File: src/rtl/noc_output_port_ctrl.sv
// noc_output_port_ctrl
//   Output-side port controller for one crossbar output of the 3-port
//   packet-connected-circuit router. Flits routed to this output are buffered
//   in a small show-ahead FIFO and forwarded downstream with a valid/ack
//   handshake. A backward control word {cancel, suspend, pack} is returned to
//   the input FSM that owns the connection.
//
// Ports
//   clk, rst        clock, synchronous active-high reset
//   out_fw_ctrl_i   flit valid from the crossbar output
//   out_data_i      flit; [DATAW-1:DATAW-2] = type (01 head, 00 body,
//                   10 tail, 11 single)
//   out_bw_ctrl_o   {cancel, suspend, pack} back to the crossbar
//   link_valid_o    flit valid to the downstream router
//   link_data_o     flit to downstream, zero while link_valid_o is low
//   link_ack_i      downstream accepts the presented flit
//   link_nack_i     downstream refuses the packet (only before head accept)
module noc_output_port_ctrl #(
  parameter int DATAW   = 66,
  parameter int DEPTH   = 4,
  parameter int TIMEOUT = 8
) (
  input  logic             clk,
  input  logic             rst,
  input  logic             out_fw_ctrl_i,
  input  logic [DATAW-1:0] out_data_i,
  output logic [2:0]       out_bw_ctrl_o,
  output logic             link_valid_o,
  output logic [DATAW-1:0] link_data_o,
  input  logic             link_ack_i,
  input  logic             link_nack_i
);

  localparam int AW = $clog2(DEPTH);
  localparam int CW = $clog2(DEPTH + 1);
  localparam int WW = $clog2(TIMEOUT + 1);

  typedef enum logic [1:0] {
    S_IDLE,
    S_FORWARD,
    S_CANCEL,
    S_DISCARD
  } state_e;

  state_e           state_q, state_d;
  logic [DATAW-1:0] fifo_q [DEPTH];
  logic [AW-1:0]    rd_ptr_q, rd_ptr_d;
  logic [AW-1:0]    wr_ptr_q, wr_ptr_d;
  logic [CW-1:0]    count_q, count_d;
  logic [WW-1:0]    wait_q, wait_d;
  logic             head_acc_q, head_acc_d;
  logic             tail_seen_q, tail_seen_d;
  logic             pack_q, pack_d;
  logic             suspend_q, suspend_d;

  logic             in_head, in_tail;
  logic             hd_head, hd_tail;
  logic [DATAW-1:0] fifo_head;
  logic             wr_en, rd_en;

  // Type bit DATAW-2 marks head/single, bit DATAW-1 marks tail/single.
  assign in_head   = out_data_i[DATAW-2];
  assign in_tail   = out_data_i[DATAW-1];
  assign fifo_head = fifo_q[rd_ptr_q];
  assign hd_head   = fifo_head[DATAW-2];
  assign hd_tail   = fifo_head[DATAW-1];

  assign link_valid_o  = (state_q == S_FORWARD) && (count_q != '0);
  assign link_data_o   = link_valid_o ? fifo_head : '0;
  assign out_bw_ctrl_o = {(state_q == S_CANCEL), suspend_q, pack_q};

  // Stray body/tail flits arriving while idle are not part of any packet.
  assign wr_en = out_fw_ctrl_i && (count_q < CW'(DEPTH)) &&
                 ((state_q == S_FORWARD) || ((state_q == S_IDLE) && in_head));
  assign rd_en = link_valid_o && link_ack_i;

  always_comb begin
    state_d    = state_q;
    rd_ptr_d   = rd_en ? rd_ptr_q + AW'(1) : rd_ptr_q;
    wr_ptr_d   = wr_en ? wr_ptr_q + AW'(1) : wr_ptr_q;
    count_d    = count_q;
    if (wr_en && !rd_en) begin
      count_d = count_q + CW'(1);
    end else if (!wr_en && rd_en) begin
      count_d = count_q - CW'(1);
    end
    head_acc_d = head_acc_q || (rd_en && hd_head);
    wait_d     = wait_q;
    if (rd_en) begin
      wait_d = '0;
    end else if (link_valid_o && !link_ack_i && !head_acc_q) begin
      wait_d = wait_q + WW'(1);
    end
    pack_d     = 1'b0;

    case (state_q)
      S_IDLE: begin
        if (wr_en || (count_q != '0)) state_d = S_FORWARD;
      end
      S_FORWARD: begin
        if (rd_en && hd_tail) begin
          pack_d  = 1'b1;
          state_d = S_IDLE;
        end else if (!head_acc_q && link_valid_o && !rd_en &&
                     (link_nack_i || (wait_q == WW'(TIMEOUT - 1)))) begin
          state_d = S_CANCEL;
        end
      end
      S_CANCEL: begin
        // If the packet's tail is already known, there is nothing left to
        // swallow upstream, so skip DISCARD.
        state_d  = (tail_seen_q || (out_fw_ctrl_i && in_tail)) ? S_IDLE : S_DISCARD;
        rd_ptr_d = '0;
        wr_ptr_d = '0;
        count_d  = '0;
      end
      S_DISCARD: begin
        if (out_fw_ctrl_i && in_tail) state_d = S_IDLE;
      end
      default: state_d = S_IDLE;
    endcase

    tail_seen_d = tail_seen_q;
    if (wr_en && in_tail) begin
      tail_seen_d = 1'b1;
    end else if (state_d == S_IDLE) begin
      tail_seen_d = 1'b0;
    end

    if (state_d != S_FORWARD) begin
      wait_d     = '0;
      head_acc_d = 1'b0;
    end

    // One entry of slack covers a flit already in flight when suspend rises.
    suspend_d = (count_d >= CW'(DEPTH - 1)) &&
                ((state_d == S_IDLE) || (state_d == S_FORWARD));
  end

  always_ff @(posedge clk) begin
    if (rst) begin
      state_q     <= S_IDLE;
      rd_ptr_q    <= '0;
      wr_ptr_q    <= '0;
      count_q     <= '0;
      wait_q      <= '0;
      head_acc_q  <= 1'b0;
      tail_seen_q <= 1'b0;
      pack_q      <= 1'b0;
      suspend_q   <= 1'b0;
    end else begin
      state_q     <= state_d;
      rd_ptr_q    <= rd_ptr_d;
      wr_ptr_q    <= wr_ptr_d;
      count_q     <= count_d;
      wait_q      <= wait_d;
      head_acc_q  <= head_acc_d;
      tail_seen_q <= tail_seen_d;
      pack_q      <= pack_d;
      suspend_q   <= suspend_d;
    end
  end

  // Flit storage carries data only; occupancy is tracked by the control flops.
  always_ff @(posedge clk) begin
    if (wr_en) fifo_q[wr_ptr_q] <= out_data_i;
  end

endmodule

File: config.mk
export PLATFORM = sky130hd
export DESIGN_NAME = noc_output_port_ctrl
export DESIGN_NICKNAME = d
export VERILOG_FILES = /design/src/rtl/noc_output_port_ctrl.sv
export SDC_FILE = /design/constraint.sdc
export NUM_CORES = 1
export LEC_CHECK = 0
export ABC_AREA = 1
export BUFFER_PORTS_ARGS = -buffer_cell sky130_fd_sc_hd__buf_2
export CAP_MARGIN = 30
export CORE_MARGIN = 5
export CORE_UTILIZATION = 60
export CTS_CLUSTER_DIAMETER = 30
export DETAILED_ROUTE_END_ITERATION = 6
export PLACE_DENSITY = 0.9
export SLEW_MARGIN = 20
export SYNTH_ARGS = -nofsm -noshare
export SYNTH_HDL_FRONTEND = slang
export SYNTH_SLANG_ARGS = --single-unit
File: constraint.sdc
create_clock -name clk -period 6.95 [get_ports clk]
set_input_delay 0.695 -clock clk [delete_from_list [all_inputs] [get_ports clk]]
set_output_delay 0.695 -clock clk [all_outputs]
set_load 0.01 [all_outputs]
Yosys cells after proc, flatten, opt, wreduce, memory -nomap -nowiden
Memories as Yosys holds them, arrays and structs flattened. A register that Yosys moved wholly into a read port is not among the register bits.
Cells that the tools add are included.
Operators by class
  add/sub/neg operators: 5
  multipliers: 0
  divide/modulo/power cells: 0
  magnitude comparators: 2
  eq/ne operators: 6
  shifts and indexed selects: 0
  mux-type cells: 17
  bitwise gates (word level): 1
  reduce and logical (&&, ||, !) cells: 35
Operator list (number)
  $mux W66: 1
  $logic_and A1 B1 Y1: 17
  $mux W2: 7
  $mux W3: 3
  $pmux W2 S4: 1
  $logic_or A1 B1 Y1: 6
  $reduce_or A2 Y1: 3
  $mux W1: 5
  $add A2 B1 Y2 const B: 2
  $add A4 B1 Y4 const B: 1
  $eq A2 B1 Y1 const B: 2
  $eq A2 B2 Y1 const B: 2
  $eq A4 B3 Y1 const B: 1
  $logic_not A1 Y1: 4
  $logic_not A2 Y1: 2
  $add A3 B1 Y3 const B: 1
  $ge A3 B2 Y1 const B: 1
  $lt A3 B3 Y1 const B: 1
  $reduce_bool A3 Y1: 1
  $reduce_or A3 Y1: 1
  $sub A3 B1 Y3 const B: 1
  $ne A2 B1 Y1 const B: 1
  $reduce_bool A2 Y1: 1
  $not A1 Y1: 1
Storage, ports and cells
  bits in registers: 17
  bits in latches: 0
  memory bits (writable): 264
  bits in read-only memories: 0
  input bits: 71
  output and inout port bits: 70
  word-level logic and storage cells: 76
  memories: 1
Memories
  fifo_q: depth 4, bits a word 66, rd ports 1, clocked after Yosys merged registers in 1, write ports 1, RTL line 46  | logic [DATAW-1:0] fifo_q [DEPTH];

Depth between registers and ports, before layout
Gate-level depths: netlist of run 1.
  depth in word-level cells: 12
  gate-level depth with buffers: 13
  mapped depth without buffers: 12

Least setup slack after synthesis of run 1
No wires, ideal clock.
  kind: input to register
  from: input port out_data_i[64]
  to: memory fifo_q[0][0], enable pin
  setup time: 0.490 ns
  arrival time: 3.844 ns
  data required time: 6.460 ns
  setup slack: 2.615 ns
  stages: 5
  path buffers: 1
  cells stage by stage: inv_1 -> nand2_1 -> nand4_1 -> buf_2 -> nor2_1
On the way
  longest elaborated chain between the ends: 5
Ends and longest elaborated chain
  start: declaration: RTL line 26  | input logic [DATAW-1:0] out_data_i,
  $logic_and A1 B1 Y1: RTL line 74  | ((state_q == S_FORWARD) || ((state_q == S_IDLE) && in_head));
  $logic_or A1 B1 Y1: RTL line 74
  $logic_and A1 B1 Y1: RTL line 73  | assign wr_en = out_fw_ctrl_i && (count_q < CW'(DEPTH)) &&
  $mux W1: RTL line 166  | if (wr_en) fifo_q[wr_ptr_q] <= out_data_i;
  $mux W1 (not written as such): RTL line 166
  end: declaration: RTL line 46
Every way passes these cells.

==> summary.md, run 1 <==
| Metric | Value |
|---|---|
| Worst vdd ir | 0.235 mV |
| Final period utilization | 0.505 |
| CTS Buf Count | 44 |
| Netlist cell types | 30 |
| Die area | 0.0216 mm^2 |
| Number of global-route vias before repair | 7535 |
| Final wirelength | 25700 um |
| Worst clock skew | 0.0206 ns |
| Pwr Density | 375 mW/mm^2 |
| Final Total Pwr | 5130 uW |
| Area of the mapped netlist | 0.0113 mm^2 |
| Via-per-instance ratio | 5.67 |
| Max-slew headroom at the worst pin | 0.383 |
| Die Wd | 147 um |
| Routed wire per std cell | 19.3 um |
| Reg clk slew, reported paths | 0.05 ns |
| Setup Fix Bufs, Post-CTS | 0 |
| Syn Area/Cell | 12.2 um^2 |
| R2R Setup Slk | 3.99 ns |
| Post-synthesis sequential area ratio | 0.737 |
| Fmax achieved | 0.285 GHz |
| Final antenna-violating net count | 0 |
| CP peak stage delay | 0.65 ns |
| Cells on worst reg2reg path | 5 |
| PortBufs | 140 |
| Root Buffer | clkbuf_16 |
| Hold_ws | 0.385 ns |
| Leakage | 0.00520 uW |
| DRC | 0 |
| Synthesis Warnings | 0 |
| Clock Tree Buf Depth | 3 |
| Final setup TNS | 0 ns |
| Final net count | 1145 |
| Buf/Inv on CP | 4 |
| Startpoint types | flip-flop |
| CP required | 6.25 ns |
| CTS tree | built |
| Yosys reg bits | 283 |
| Global route total overflow | 0 |
| First-pass GRT wire length | 39700 um |
| P&R area growth vs syn | 21.3% |
| CP endpoint | link_data_o[55] |
| Post_cts resized | 0 |
| Clock sinks | 283 |
| Post-synth net total | 1003 |
| Die H | 147 um |
| CP Class | reg2out |
| Tmin final | 3.51 ns |
| RD Place Congestion | 0.779 |
| Worst path slowest cell | buf_4 |
| Total GRT Usage | 0.233 |
| Util after Layout | 0.735 |
| Cts hold-fix bufs | 0 |
| Post-synthesis cell count | 924 |
| Worst-path fanout max | 67 |
| Ports | 141 |
| Worst Tran Pin Value | 0.925 ns |
| Critical Path Sink Type | output pin |
| H-Tree Depth | 2 |
| RSZ-0062 raised after global routing | no |
| Critical path's top delay family | buffers and inverters |
| Max-cap violations | 0 |
| Core region area | 0.0186 mm^2 |
| Largest net degree at the start of global routing | 133 |
| # rows | 50 |
| CP arrival | 2.81 ns |
| Layout cells sized above 1 | 0.235 |
| Initial antenna violation count | 3 |
| Status | completed |
| Reg2Reg Capture Point | fifo_q[1][19] |
| Setup violators final | 0 |
| Starting DRC count in detailed routing | 871 |
| Via count | 7586 |
| Crit-path cells | buf_4 > inv_2 > buf_4 > nor2_1 > o21ai_0 > a21oi_1 > buf_2 |
| R2r startpoint | state_q[0] |
| Initial Utilization | 0.606 |
| Clk_lat worst skew | 0.52 ns |
| Final Hold Vio Count | 0 |
| HPWL Detailed | 13600 um |
| Initial DRT Pass Iterations | 6 |
| Worst Hold Class | in2reg |
| Slew Limit Fails | 0 |
| Most used cell, CP | buf_4 |
| CP Depth | 7 |
logic make-up (layout without fill, tap and decap cells):
family,count (synthesis),after routing,share of synthesized area
other,0,3,0
buffers and inverters,87,263,0.0343
AOI/OAI and AO/OA,205,205,0.0915
adders and majority gates,8,8,0.00888
DFF,283,283,0.737
xor gates and xnor gates,6,6,0.00466
and+or+nand+nor,335,335,0.123
worst reg2reg max path: cells and delay by family, from the launching register on:
family	cells	cell delay (ns)
buffers and inverters	2	0.81
flip-flops	1	0.39
AND/OR/NAND/NOR	3	1.32
cell type report:
class,count,area [um^2]
sequential,283,8310
clock inverter,33,345
tap,234,293
multi-input combinational,554,2600
antenna,3,7.51
inverter,33,131
fill,1089,4920
timing repair buffer,150,836
clock buffer,47,1130
layout by cell type (no fill, tap or decap), drive strengths merged:
cell / Yosys / routed
nor2: 284 / 284
edfxtp: 264 / 264
buf: 30 / 150
o21ai: 132 / 132
a21oi: 72 / 72
clkbuf: 24 / 47
inv: 32 / 37
nand2: 34 / 34
clkinv: 1 / 20
dfxtp: 19 / 19
nand3: 10 / 10
ha: 8 / 8
xor2: 5 / 5
bufinv: 0 / 5
clkinvlp: 0 / 4
diode: 0 / 3
nand4: 3 / 3
nor3: 3 / 3
a32o: 1 / 1
xnor2: 1 / 1
or2: 1 / 1
registers in the layout, summed over array words and instances (netlist names), named ones only:
register and cells:
state_q 2, head_acc_q 1, suspend_q 1, wr_ptr_q 2, pack_q 1, fifo_q 264
wait_q 4, tail_seen_q 1, count_q 3, rd_ptr_q 2
worst min path at each step:
stage,start,end,cells after the start
floorplan,tail_seen_q,tail_seen_q,2
global placement,tail_seen_q,tail_seen_q,2
detailed placement,tail_seen_q,tail_seen_q,2
CTS,out_data_i[53],fifo_q[1][53],1
global route,out_data_i[62],fifo_q[0][62],1
finish,out_data_i[53],fifo_q[1][53],1
cells in the mapped netlist:
master | count | area (um^2)
a21oi_1 | 72 | 360
a32o_1 | 1 | 10.0
buf_1 | 7 | 26.3
buf_2 | 18 | 90.1
buf_4 | 3 | 22.5
buf_6 | 1 | 11.3
buf_8 | 1 | 15.0
clkbuf_1 | 24 | 90.1
clkinv_4 | 1 | 8.76
dfxtp_1 | 19 | 380
edfxtp_1 | 264 | 7930
ha_1 | 8 | 100
inv_1 | 27 | 101
inv_2 | 4 | 15.0
inv_4 | 1 | 6.26
nand2_1 | 26 | 97.6
nand2_2 | 6 | 37.5
nand2_4 | 2 | 22.5
nand3_1 | 6 | 30.0
nand3_2 | 3 | 30.0
nand3_4 | 1 | 17.5
nand4_1 | 3 | 18.8
nor2_1 | 276 | 1040
nor2_2 | 6 | 37.5
nor2_8 | 2 | 40.0
nor3_1 | 3 | 15.0
o21ai_0 | 132 | 661
or2_0 | 1 | 6.26
xnor2_1 | 1 | 8.76
xor2_1 | 5 | 43.8
report_power, final:
part	internal, uW	switching [uW]	total [uW]
Clock	1380	770	2150
Sequential	2040	58.6	2100
Combinational	263	615	878
Total	3680	1440	5130
metal layers:
metal | GRT usage | part of all wire
met1 | 0.303 | 0.39
met2 | 0.393 | 0.50
met3 | 0.0490 | 0.080
met4 | 0.0839 | 0.026
met5 | 0 | 0.00027
metrics by stage:
stage	cell area, um^2	setup slack [ns]	instances
after CTS	13600	3.25	1331
final	13700	3.44	1337
after detailed placement	12100	3.33	1251
after floorplan	11300	2.62	924
after global routing	13700	3.25	1336
after global placement	12100	3.38	1251
(Power assumes the default switching activity.)
==> inputs of run 2 (changes only) <==
- CORE_UTILIZATION: 60 -> 52
- PLACE_DENSITY: 0.9 -> 0.84
- clock period: 6.95 -> 3 ns (I/O delays scaled with it)
==> run 2 against run 1 <==
Non-clock buffer count up 65. Combinational power rose by 140%. Critical path depth fell by 1. Sequential power rose by 130%. Register-to-register slack worse by 3.3 ns. Via count rose by 4.4%. Count of clock-buffer cells in the layout is 8 higher. Largest cell class unchanged. Largest power group unchanged.
==> summary.md, run 2 (synthesized netlist as in run 1, its figures left out) <==
| Metric | Value |
|---|---|
| Hold_ws | 0.0222 ns (-0.363 ns) |
| Worst Tran Pin Value | 0.922 ns (-0.00311 ns) |
| PortBufs | 140 (unchanged) |
| Crit-path cells | inv_1 > ha_1 > nand2_1 > nand2_4 > a21oi_1 > buf_2 |
| P&R area growth vs syn | 28.7% |
| Placed insts | 1298 (+3.8%) |
| Via count | 7922 (+4.4%) |
| Final wirelength | 27200 um (+5.6%) |
| Total GRT Usage | 0.218 (-0.0148) |
| Tmin final | 2.80 ns |
| First-pass GRT wire length | 42400 um (+6.9%) |
| Status | completed |
| Clk_lat worst skew | 0.54 ns (+0.02 ns) |
| Design area | 0.0145 mm^2 (+6.2%) |
| Clock Tree Buf Depth | 3 (unchanged) |
| Initial Utilization | 0.533 (-0.0738) |
| Internal Power | 8880 uW (+140%) |
| Largest net degree at the start of global routing | 133 (unchanged) |
| Worst Hold Class | in2reg |
| Fmax achieved | 0.357 GHz |
| Switching power total | 3470 uW (+140%) |
| RD Place Congestion | 0.799 (+2.6%) |
| CP peak stage delay | 0.48 ns (-0.17 ns) |
| Core region area | 0.0212 mm^2 (+14%) |
| HPWL Detailed | 14300 um (+5.1%) |
| Setup violators final | 0 (unchanged) |
| DP Area | 0.0122 mm^2 (+1.2%) |
| Die H | 157 um (+6.9%) |
| Max-cap violations | 0 (unchanged) |
| Most frequent cells in the layout | nor2_1, edfxtp_1, buf_2 |
| CTS Buf Count | 48 (+9.1%) |
| Biggest regs | fifo_q: 264 flops, wait_q: 4 flops, count_q: 3 flops |
| Initial antenna violation count | 2 (-1) |
| Final period utilization | 0.933 |
| Critical path's top delay family | simple AND/OR/NAND/NOR gates |
| Ports | 141 (unchanged) |
| Non-Filler Instances | 1452 (+8.6%) |
| Via-per-instance ratio | 5.46 (-3.8%) |
| Root Buffer | clkbuf_16 |
| Worst vdd ir | 0.525 mV (+120%) |
| H-Tree Depth | 2 (unchanged) |
| # rows | 53 (+6.0%) |
| Top reg by flops | fifo_q |
| CTS tree | built |
| Global route total overflow | 0 (unchanged) |
| Max reg flops | 264 (unchanged) |
| Startpoint types | flip-flop |
| CP arrival | 2.50 ns (-0.31 ns) |
| Slew Limit Fails | 0 (unchanged) |
| Switching Fraction | 0.281 (-0.000705) |
| Layout cells sized above 1 | 0.226 (-0.00907) |
| Final antenna-violating net count | 0 (unchanged) |
| Most common cell after layout, fill and taps aside | nor2_1 |
| Buf/Inv on CP | 2 (-2) |
| RSZ-0062 raised after global routing | no |
| Pwr Density | 852 mW/mm^2 (+130%) |
| Number of global-route vias before repair | 8120 (+7.8%) |
| Routed wire per std cell | 18.7 um (-2.8%) |
| Die Wd | 157 um (+6.9%) |
| Setup Fix Bufs, Post-CTS | 0 (unchanged) |
| Worst clock skew | 0.0192 ns (-0.00133 ns) |
| Final Hold Vio Count | 0 (unchanged) |
| Worst slack, placed | 0.721 ns (-2.61 ns) |
| Critical Path Sink Type | output pin |
| Worst path slowest cell | nand2_4 |
| Final setup TNS | 0 ns (unchanged) |
| Worst-path fanout max | 67 (unchanged) |
| Clock network power share | 0.438 (+0.019) |
| Starting DRC count in detailed routing | 660 (-24%) |
| Leakage | 0.00552 uW (+6.3%) |
| DRC | 0 (unchanged) |
| Fin worst setup slack | 0.201 ns (-3.24 ns) |
| Max-slew headroom at the worst pin | 0.385 (+0.00207) |
| Die area | 0.0247 mm^2 (+14%) |
| Seq pwr share | 0.392 (-0.017) |
| Final net count | 1214 (+6.0%) |
| CP required | 2.70 ns (-3.55 ns) |
| Reg clk slew, reported paths | 0.05 ns (about the same) |
| Clock sinks | 283 (unchanged) |
| Initial DRT Pass Iterations | 5 (-1) |
| Combinational share of power | 0.170 (about the same) |
| CP Class | reg2out |
==> run 2: timing repair <==
action	4_1_cts	5_1_grt
hold endpoints to repair	242	0
hold buffers	62	0
endpoints found under the setup margin	0	3
gates resized for setup	0	1
==> run 2: worst paths after layout <==
kind,start,endpoint,slack (ns),depth (start not counted)
setup / recovery,count_q[0],link_data_o[2],0.20,6
hold / removal,out_data_i[32],fifo_q[1][32],0.02,1
setup reg to reg,count_q[0],suspend_q,0.69,11
hold reg to reg,tail_seen_q,tail_seen_q,0.47,2
==> run 2: stage by stage <==
step	utilization	total power, uW
after global routing	0.686	12900
after detailed placement	0.579	6920
after global placement	0.579	6840
after CTS	0.685	12400
final	0.686	12400
after floorplan	-	6230
==> run 2: final cells by class <==
type | count | area (um^2)
sequential | 283 | 8310
tap | 275 | 344
fill | 1362 | 6650
clock inverter | 35 | 403
inverter | 33 | 140
antenna | 2 | 5.00
multi-input combinational | 554 | 2600
timing repair buffer | 215 | 1470
clock buffer | 55 | 1230
==> run 2: power groups by stage <==
stage | clock network [uW] | registers, uW | logic, uW
floorplan | 0 | 4910 | 1320
global placement | 0 | 4900 | 1940
detailed placement | 0 | 4920 | 2000
CTS | 5470 | 4840 | 2090
global route | 5680 | 4870 | 2340
finish | 5410 | 4850 | 2100
==> run 2: worst register-to-register path, delay by kind of cell (launching register included) <==
kind | cells | cell delay, ns
xor+xnor | 1 | 0.19
buf+inv | 2 | 0.18
simple gates | 6 | 1.16
flops | 1 | 0.37
compound gates | 1 | 0.13
fa+ha+maj | 1 | 0.22
==> run 2: routing by layer <==
metal / up-vias / routed length [um] / GRT usage / part of all wire
li1: 3668 / - / - / -
met1: 3810 / 10400 / 0.271 / 0.38
met2: 370 / 14000 / 0.382 / 0.51
met3: 72 / 2040 / 0.0443 / 0.075
met4: 2 / 756 / 0.0774 / 0.028
met5: - / 13 / 0 / 0.00048
